==> src/rtl/alu_pkg.sv <==
// Shared ALU control codes and the multiply sequencer state encoding.
package alu_pkg;

  localparam logic [3:0] ALU_ADD   = 4'b0000;
  localparam logic [3:0] ALU_SUB   = 4'b0001;
  localparam logic [3:0] ALU_NAND  = 4'b0010;
  localparam logic [3:0] ALU_XOR   = 4'b0011;
  localparam logic [3:0] ALU_SHIFT = 4'b0100;

  // ABS_A, ABS_B and NEG are only reachable in the signed build.
  typedef enum logic [2:0] {
    IDLE  = 3'd0,
    STEP  = 3'd1,
    DONE  = 3'd2,
    ABS_A = 3'd3,
    ABS_B = 3'd4,
    NEG   = 3'd5
  } state_t;

endpackage

==> src/rtl/alu_mul_seq.sv <==
// Shift-add multiply sequencer borrowing the shared ALU one multiplier bit per cycle.
// Define ALU_MUL_SIGNED_EN for two's-complement signed multiply (ABS_A/ABS_B/NEG states).
module alu_mul_seq
  import alu_pkg::*;
#(
  parameter int WIDTH = 16
) (
  input  logic             clk,
  input  logic             rst,
  input  logic             start,
  input  logic [WIDTH-1:0] op_a,
  input  logic [WIDTH-1:0] op_b,
  output logic             busy,
  output logic             done,
  output logic [WIDTH-1:0] product,
  output logic             ovf,
  output logic             alu_req,
  input  logic             alu_gnt,
  output logic [WIDTH-1:0] alu_a,
  output logic [WIDTH-1:0] alu_b,
  output logic [3:0]       alu_ctrl,
  output logic             alu_llb,
  output logic             alu_lhb,
  input  logic [WIDTH-1:0] alu_result
);

  localparam logic [WIDTH-1:0] ZERO = {WIDTH{1'b0}};

  state_t           state;
  logic [WIDTH-1:0] mcand;
  logic [WIDTH-1:0] mplier;
  logic [WIDTH-1:0] acc;
  logic             ovf_r;

  logic [WIDTH-1:0] mplier_sh;
  logic [WIDTH-1:0] acc_step;
  logic             last_step;
  logic             ovf_step;
  logic             step_go;
  logic             ovf_fin;

`ifdef ALU_MUL_SIGNED_EN
  localparam logic [WIDTH-1:0] MAX_POS = {1'b0, {(WIDTH-1){1'b1}}};
  localparam logic [WIDTH-1:0] MIN_MAG = {1'b1, {(WIDTH-1){1'b0}}};
  logic             sign_neg;
  logic [WIDTH-1:0] abs_b;
  logic             mag_ovf;
  logic             needs_neg;
`endif

  assign busy    = (state != IDLE);
  assign done    = (state == DONE);
  assign alu_llb = 1'b0;
  assign alu_lhb = 1'b0;

  // Next values for one shift-add step; applied only when step_go is true.
  always_comb begin
    mplier_sh = mplier >> 1;
    last_step = (mplier_sh == ZERO);
    acc_step  = mplier[0] ? alu_result : acc;
    step_go   = ~mplier[0] | alu_gnt;
    ovf_step  = ovf_r | (mplier[0] & (alu_result < acc)) |
                (mcand[WIDTH-1] & ~last_step);
`ifdef ALU_MUL_SIGNED_EN
    abs_b     = mplier[WIDTH-1] ? alu_result : mplier;
    // |-2^(WIDTH-1)| is the one magnitude above MAX_POS that still fits when negative.
    mag_ovf   = (acc_step > MAX_POS) & ~((acc_step == MIN_MAG) & sign_neg);
    needs_neg = sign_neg & (acc_step != ZERO);
    ovf_fin   = ovf_step | mag_ovf;
`else
    ovf_fin   = ovf_step;
`endif
  end

  // ALU request and operands decoded from state; never depends on alu_gnt.
  always_comb begin
    alu_req  = 1'b0;
    alu_a    = ZERO;
    alu_b    = ZERO;
    alu_ctrl = ALU_ADD;
    case (state)
      STEP: begin
        if (mplier[0]) begin
          alu_req = 1'b1;
          alu_a   = acc;
          alu_b   = mcand;
        end else begin
          alu_req = 1'b0;
        end
      end
`ifdef ALU_MUL_SIGNED_EN
      ABS_A: begin
        if (mcand[WIDTH-1]) begin
          alu_req  = 1'b1;
          alu_b    = mcand;
          alu_ctrl = ALU_SUB;
        end else begin
          alu_req  = 1'b0;
        end
      end
      ABS_B: begin
        if (mplier[WIDTH-1]) begin
          alu_req  = 1'b1;
          alu_b    = mplier;
          alu_ctrl = ALU_SUB;
        end else begin
          alu_req  = 1'b0;
        end
      end
      NEG: begin
        alu_req  = 1'b1;
        alu_b    = acc;
        alu_ctrl = ALU_SUB;
      end
`endif
      default: alu_req = 1'b0;
    endcase
  end

  // Sequencer FSM and datapath registers; product/ovf load on entry to DONE.
  always_ff @(posedge clk) begin
    if (rst) begin
      state   <= IDLE;
      mcand   <= ZERO;
      mplier  <= ZERO;
      acc     <= ZERO;
      ovf_r   <= 1'b0;
      product <= ZERO;
      ovf     <= 1'b0;
`ifdef ALU_MUL_SIGNED_EN
      sign_neg <= 1'b0;
`endif
    end else begin
      case (state)
        IDLE: begin
          if (start) begin
            mcand  <= op_a;
            mplier <= op_b;
            acc    <= ZERO;
            ovf_r  <= 1'b0;
`ifdef ALU_MUL_SIGNED_EN
            sign_neg <= op_a[WIDTH-1] ^ op_b[WIDTH-1];
            state    <= ABS_A;
`else
            if (op_b == ZERO) begin
              state   <= DONE;
              product <= ZERO;
              ovf     <= 1'b0;
            end else begin
              state   <= STEP;
            end
`endif
          end
        end
`ifdef ALU_MUL_SIGNED_EN
        ABS_A: begin
          if (!mcand[WIDTH-1]) begin
            state <= ABS_B;
          end else if (alu_gnt) begin
            mcand <= alu_result;
            state <= ABS_B;
          end
        end
        ABS_B: begin
          if (!mplier[WIDTH-1] || alu_gnt) begin
            mplier <= abs_b;
            if (abs_b == ZERO) begin
              state   <= DONE;
              product <= ZERO;
              ovf     <= 1'b0;
            end else begin
              state   <= STEP;
            end
          end
        end
        NEG: begin
          if (alu_gnt) begin
            acc     <= alu_result;
            product <= alu_result;
            ovf     <= ovf_r;
            state   <= DONE;
          end
        end
`endif
        STEP: begin
          if (step_go) begin
            acc    <= acc_step;
            mcand  <= mcand << 1;
            mplier <= mplier_sh;
            ovf_r  <= ovf_fin;
            if (last_step) begin
`ifdef ALU_MUL_SIGNED_EN
              if (needs_neg) begin
                state <= NEG;
              end else begin
                state   <= DONE;
                product <= acc_step;
                ovf     <= ovf_fin;
              end
`else
              state   <= DONE;
              product <= acc_step;
              ovf     <= ovf_fin;
`endif
            end
          end
        end
        DONE:    state <= IDLE;
        default: state <= IDLE;
      endcase
    end
  end

endmodule

==> config.mk <==
export PLATFORM = sky130hd
export DESIGN_NAME = alu_mul_seq
export DESIGN_NICKNAME = d
export VERILOG_FILES = /design/src/rtl/alu_pkg.sv /design/src/rtl/alu_mul_seq.sv
export SDC_FILE = /design/constraint.sdc
export NUM_CORES = 1
export LEC_CHECK = 0
export CAP_MARGIN = 5
export CORE_MARGIN = 4
export CORE_UTILIZATION = 32
export CTS_BUF_LIST = sky130_fd_sc_hd__clkbuf_4 sky130_fd_sc_hd__clkbuf_8
export DETAILED_ROUTE_END_ITERATION = 7
export DONT_BUFFER_PORTS = 1
export HOLD_SLACK_MARGIN = 0.05
export MAX_ROUTING_LAYER = met4
export SETUP_SLACK_MARGIN = 0.02
export SYNTH_ARGS = -nofsm -noshare
export SYNTH_HDL_FRONTEND = slang
export SYNTH_SLANG_ARGS = --single-unit
export TNS_END_PERCENT = 5
==> constraint.sdc <==
create_clock -name clk -period 2.88 [get_ports clk]
set_input_delay 0.576 -clock clk [delete_from_list [all_inputs] [get_ports clk]]
set_output_delay 0.576 -clock clk [all_outputs]
set_load 0.1 [all_outputs]
## Yosys cells after proc, flatten, opt, wreduce, memory -nomap -nowiden

Cells that the tools add are included.

- Order comparisons: 1
- Equality and inequality tests: 6
- Muxes and demuxes: 34
- Bitwise operators: 7
- Reduce and logical (&&, ||, !) cells: 8

Operators with widths:

| cell | number |
|---|---|
| $mux W16 | 15 |
| $pmux W16 S2 | 4 |
| $logic_not A16 Y1 | 2 |
| $lt A16 B16 Y1 | 1 |
| $mux W3 | 3 |
| $mux W1 | 8 |
| $ne A2 B2 Y1 const B | 4 |
| $pmux W3 S2 | 1 |
| $reduce_and A3 Y1 | 2 |
| $reduce_and A5 Y1 | 1 |
| $pmux W1 S2 | 2 |
| $eq A3 B1 Y1 const B | 1 |
| $eq A3 B2 Y1 const B | 1 |
| $logic_not A3 Y1 | 1 |
| $or A1 B1 Y1 | 3 |
| $reduce_bool A3 Y1 | 1 |
| $and A1 B1 Y1 | 2 |
| $mux W2 | 1 |
| $not A1 Y1 | 2 |
| $reduce_bool A2 Y1 | 1 |

- Bits in registers: 69
- Input bits: 52
- Output and inout bits: 58

## Logic depth before layout (Yosys ltp)

Gate-level depths: netlist of the first run.

- Depth after elaboration: 7
- Depth in mapped cells: 9
- Gate-level depth less buffers: 7

## Least setup slack after synthesis of the first run

OpenSTA, ideal clock, no wires.

- Kind: reg2out
- Start: reg state[0]
- End: out alu_a[15]
- Data arrival time: 1.993 ns
- Data required time: 2.304 ns
- Setup slack: 0.311 ns
- Stages on the path, launching flop included: 6
- Path through: dfxtp_1 -> buf_2 -> inv_1 -> nor2_1 -> clkbuf_1 -> and3_1

- Longest elaborated chain between the ends: 2

Ends and longest elaborated chain:

| element | line | RTL |
|---|---|---|
| start, declared | alu_mul_seq.sv:29 | `state_t state;` |
| start signal, assigned | alu_mul_seq.sv:123 | `state <= IDLE;` |
| start signal, assigned | alu_mul_seq.sv:146 | `state <= DONE;` |
| start signal, assigned | alu_mul_seq.sv:150 | `state <= STEP;` |
| $eq A3 B1 Y1 | alu_mul_seq.sv:81 | `case (state)` |
| $mux W16 | alu_mul_seq.sv:81 |  |
| end, declared | alu_mul_seq.sv:19 | `output logic [WIDTH-1:0] alu_a,` |

Every way passes these cells.

## Worst setup path in the final report of the first run

- Start: reg state[0]
- End: out alu_b[15]

- Longest elaborated chain between the ends: 2

Ends and longest elaborated chain:

| element | line | RTL |
|---|---|---|
| $eq A3 B1 Y1 | alu_mul_seq.sv:81 |  |
| $mux W16 | alu_mul_seq.sv:81 |  |
| end, declared | alu_mul_seq.sv:20 | `output logic [WIDTH-1:0] alu_b,` |

Every way passes these cells.

==> results of run 1 <==
cell type report:
type,count,area (um2),area share (%)
repair buffers,44,668,14.5
well taps,143,179,3.89
clock inverters,6,63.8,1.39
inverters,17,63.8,1.39
multi-input cells,375,2130,46.3
flip-flops and latches,68,1360,29.6
clock buffers,10,131,2.86
worst max-delay path, delay by kind of cell (launching register included):
family | cells | cell delay [ps]
buffers and inverters | 3 | 750
flip-flops | 1 | 500
AND/OR/NAND/NOR | 2 | 540
state kept, by name, indices dropped and copies added, names as in the netlist:
register and flops:
ovf_r 1, state 2, acc 16, mcand 16, product 16, ovf 1, mplier 16
worst paths after layout:
kind / startpoint / cells after the start / to / slack [ps]
worst min register to register: acc[0] / 2 / acc[0] / 480
worst max register to register: state[0] / 5 / ovf / 810
worst max-delay path: state[0] / 5 / alu_b[15] / 170
worst min-delay path: rst / 1 / mcand[4] / 300
power groups by stage:
stage / Clock [W] / Combinational (W) / Sequential (W)
2_1_floorplan: 0 / 0.000435 / 0.00106
3_3_place_gp: 0 / 0.000513 / 0.00108
3_5_place_dp: 0 / 0.000524 / 0.00108
4_1_cts: 0.000810 / 0.000526 / 0.00106
5_1_grt: 0.000845 / 0.000574 / 0.00107
6_report: 0.000782 / 0.000519 / 0.00106
layout by cell type, fill, tap and decap left out, types with 22 or more instances in the layout:
master | synthesis | routed
o21ai_0 | 22 | 22
nand2_1 | 103 | 103
and3_1 | 33 | 33
dfxtp_1 | 68 | 67
a21oi_1 | 42 | 42
buf_12 | 0 | 27
nor2_1 | 57 | 56
a311oi_1 | 30 | 30
synth_stat cells (2+ instances only):
library cell	count
a21oi_1	42
a311oi_1	30
and3_1	33
buf_1	2
buf_2	2
buf_4	6
buf_6	3
clkbuf_1	35
dfxtp_1	68
ha_1	15
inv_1	17
mux2i_1	16
nand2_1	103
nand3_1	17
nand4_1	2
nor2_1	57
nor2b_1	3
nor3_1	4
nor4_1	6
o21ai_0	22
or2_2	3
or3_1	2
per-stage QoR:
step	utilization, %	hold WS (ps)
floorplan	-	441
global placement	38.5	454
detailed placement	38.5	469
CTS	40.2	278
global route	40.2	272
finish	40.2	302
logic make-up (layout without fill, tap and decap cells):
kind of cell    after synthesis  count (layout)  synth area share, %
flops                        68              68                 36.3
other cells                   1               6                0.100
mux                          17              17                 4.57
fa+ha+maj                    15              15                 5.01
buf+inv                      66              77                 7.91
compound gates              100             100                 17.0
simple gates                237             237                 29.1
routing by layer:
metal	wire [um]	share of wire (%)	vias to the layer above	track usage, %
met1	4620	45	1551	19.6
met5	0	0	-	-
li1	-	-	1760	-
met3	790	7.7	14	4.04
met2	4740	46	102	24.1
met4	106	1.0	0	4.10
==> flow_summary.yaml, run 1 <==
placement:
  dp_cells: 647
  dpl-instance-area_um2: 4400
  dpl_worst_slack_ps: 525
  gp_congestion: 0.809
  port_buffers: 0
  dp_hpwl_um: 7310
routing:
  vias_per_cell: 5.17
  wirelength_um: 10300
  antenna_left: 0
  num_vias: 3427
  drt_first_pass_iters: 4
  drc: 0
  first_iter_violations: 175
  wl_per_cell_um: 15.5
power:
  powerDensity_nw_per_um2: 513
  power_frac_clock_pct: 33.1
  leakage_nw: 1.78
  power_w: 0.00236
  vdd_drop_max_mv: 0.277
  p_switching_w: 0.000783
  p_int_w: 0.00158
  pwr-share-comb_pct: 22.0
  swShare_pct: 33.2
  pwr-share-seq_pct: 44.9
yosys:
  synth_area_um2: 3750
  synth-edff-count: 0
  ys_ff_latch: 68
  async_flop_share_pct: 0
  avgSynthCellArea_um2: 7.44
  synthTopCellsByArea: "dfxtp_1 36%, nand2_1 10%, a311oi_1 7.0%"
  ys_seq_area_share_pct: 36.3
  ys_warn_count: 0
  synth_cells: 504
  synth_top_area_share_pct: 36.3
  synth-main-ff-cell: "dfxtp_1"
  ys_types: 38
  yosysTopAreaCell: "dfxtp_1"
critical_path:
  crit_type: "flop to output pin"
  path_cells: "inv_1 > nor2_4 > buf_12 > and3_1 > buf_4"
  critical_path_peak_fanout: 36
  arrival_ps: 2140
  cp-start-kind: "flop"
  max_stage_delay_ps: 500
  slowest_stage: "dfxtp_1"
  endpoint_kind: "output pin"
  crit_required_ps: 2300
cts:
  clock_latency_ps: 340
  cts_resized: 0
  htree_levels: 3
  clkTransAtPathRegs_ps: 70
  ctsHoldBuffers: 0
  root_buffer: "clkbuf_8"
  clock-sinks: 68
  cts_setup_buffers: 0
  clockBufferDepth: 2
  numCtsBuffers: 9
  cts_tree: "done"
finish:
  antenna_cells: 0
  fillerInstances: 1164
  area_growth_pct: 22.6
  fin_area_um2: 4600
  instances_no_fill: 663
  nNetsFinal: 582
  drive_gt1_share_pct: 14.2
floorplanning:
  die_w_um: 116
  io_pins: 110
  start_util_pct: 32.8
  die-area_um2: 13500
  coreArea_um2: 11400
  die_h_um: 116
  rows: 39
global_route:
  grt_pass1_wl_um: 16000
  overflow: 0
  grt_pass1_vias: 3215
  antenna_found_initial: 0
  grt_usage_pct: 15.3
  grt_start_max_net_pins: 70
sta:
  clock.fmax_ghz: 0.368
  rsz0062_at_grt: "false"
  maxSlewHeadroom_pct: 30.3
  fin_tns_setup_ps: 0
  max_slew.worst_pin.slew_ps: 1040
  fin_crit_ps: 2710
  fin_crit_sh_pct: 94.2
  skew_ps: 7.79
  hold_violations: 0
  setup_ws_ps: 166
  drv_slew: 0
  setup_viol: 0
worst_hold_path:
  hp-class: "primary input to flop"
run_status:
  status: "finished clean"
run:
  max_cap_viol_count: 0
Note: power is estimated with default switching activity, not from simulation.
==> run 2, diff against run 1 <==
SLEW_MARGIN = 20   (was unset)
==> results of run 2 <==
Same layout as run 1: the final DEF is identical, and so are final timing and power.
==> run 3, diff against run 2 <==
CORE_MARGIN = unset   (was 4)
==> flow_summary.yaml, run 3 (synthesis gave the netlist of run 1 again) <==
run_status:
  status: "finished clean"
critical_path:
  cp-start-kind: "flop"
  path_cells: "inv_1 > nor2_4 > buf_12 > and3_1 > buf_4"
  arrival_ps: 2000
  worstRegToRegCells: 5
  endpoint_kind: "output pin"
  reg2reg_slack_ps: 780
  critical_path_peak_fanout: 39
  slowest_stage: "dfxtp_1"
  r2r_start: "state[0]"
  max_stage_delay_ps: 520
  crit_end: "alu_b[15]"
  r2r-end: "ovf"
  crit_required_ps: 2300
  critPathLaunch: "state[0]"
  crit_type: "flop to output pin"
finish:
  antenna_cells: 0
  layout_common_cells: "103 x nand2_1, 67 x dfxtp_1, 56 x nor2_1"
  nNetsFinal: 583
  final_common_cell: "nand2_1"
  drive_gt1_share_pct: 14.2
  instances_no_fill: 663
  area_growth_pct: 14.9
routing:
  drc: 0
  num_vias: 3491
  wl_per_cell_um: 15.2
  first_iter_violations: 149
  wirelength_um: 10100
  vias_per_cell: 5.27
  drt_first_pass_iters: 4
  antenna_left: 0
floorplanning:
  rows: 39
  io_pins: 110
  coreArea_um2: 11400
  start_util_pct: 32.8
  die_w_um: 110
  die_h_um: 110
  die-area_um2: 12200
sta:
  rsz0062_at_grt: "false"
  hold_violations: 0
  max_slew.worst_pin.slew_ps: 1020
  skew_ps: 10.2
  fin_crit_ps: 2570
  fin_crit_sh_pct: 89.4
  holdWs_ps: 299
  drv_slew: 0
  clock.fmax_ghz: 0.389
  setup_viol: 0
  maxSlewHeadroom_pct: 31.7
  fin_tns_setup_ps: 0
global_route:
  overflow: 0
  grt_pass1_vias: 3115
  grt_pass1_wl_um: 15500
  grt_usage_pct: 17.1
  grt_start_max_net_pins: 80
  antenna_found_initial: 0
cts:
  clkTransAtPathRegs_ps: 80
  clock_latency_ps: 340
  clockBufferDepth: 2
  cts_tree: "done"
  root_buffer: "clkbuf_8"
  numCtsBuffers: 9
  htree_levels: 3
  cts_resized: 0
  clock-sinks: 68
power:
  p_int_w: 0.00165
  power_frac_clock_pct: 35.4
  swShare_pct: 32.3
  leakage_nw: 1.72
  powerDensity_nw_per_um2: 565
  vdd_drop_max_mv: 0.285
  pwr-share-comb_pct: 21.1
  p_switching_w: 0.000785
  pwr-share-seq_pct: 43.5
placement:
  dp_cells: 646
  port_buffers: 0
  gp_congestion: 0.743
  dp_hpwl_um: 6900
run:
  max_cap_viol_count: 0
worst_hold_path:
  hp-class: "primary input to flop"
## run 3: final cells by class
class,count,area [um2]
Multi-Input combinational cell,375,2130
Sequential cell,68,1360
Timing Repair Buffer,45,363
Clock inverter,6,88.8
Inverter,17,63.8
Tap cell,143,179
Fill cell,1206,7110
Clock buffer,9,124
## run 3: stage by stage
step | setup slack, ps | area (um2) | total power [W] | utilization [%]
2_1_floorplan | 311 | 3770 | 0.00150 | -
3_3_place_gp | 533 | 4080 | 0.00158 | 35.7
3_5_place_dp | 467 | 4080 | 0.00160 | 35.7
4_1_cts | 79.4 | 4290 | 0.00246 | 37.6
5_1_grt | 200 | 4310 | 0.00257 | 37.7
6_report | 306 | 4310 | 0.00243 | 37.7
## run 3: what timing repair did
item	CTS	global route
hold buffers	0	0
buffers inserted	0	2
setup endpoints to repair	0	15
hold endpoints to repair	0	0
## run 3: worst max-delay path: cells and delay by family (launching register included)
family	cells	cell delay [ps]
buf+inv	3	730
flops	1	520
simple gates	2	400
## run 3: power by group through the flow
stage	Combinational [W]	Clock, W	Sequential, W
after global routing	0.000569	0.000936	0.00107
after floorplan	0.000435	0	0.00106
after CTS	0.000517	0.000887	0.00106
after detailed placement	0.000516	0	0.00108
after global placement	0.000503	0	0.00108
final	0.000513	0.000861	0.00106
## run 3: worst min-delay path by stage
stage          startpoint        to  slack, ps  cells after the start
6_report              rst  mcand[2]        300                      1
5_1_grt               rst  mcand[9]        270                      1
4_1_cts               rst    acc[3]        280                      1
3_5_place_dp     mcand[0]  mcand[0]        470                      2
3_3_place_gp     mcand[0]  mcand[0]        450                      2
2_1_floorplan    mcand[0]  mcand[0]        440                      2
## run 3: per-layer routing
metal,vias up,routed length [um],global-route usage (%)
li1,1757,-,-
met1,1611,4380,20.5
met2,119,4780,28.4
met3,4,885,5.76
met4,0,37,2.54
met5,-,0,-
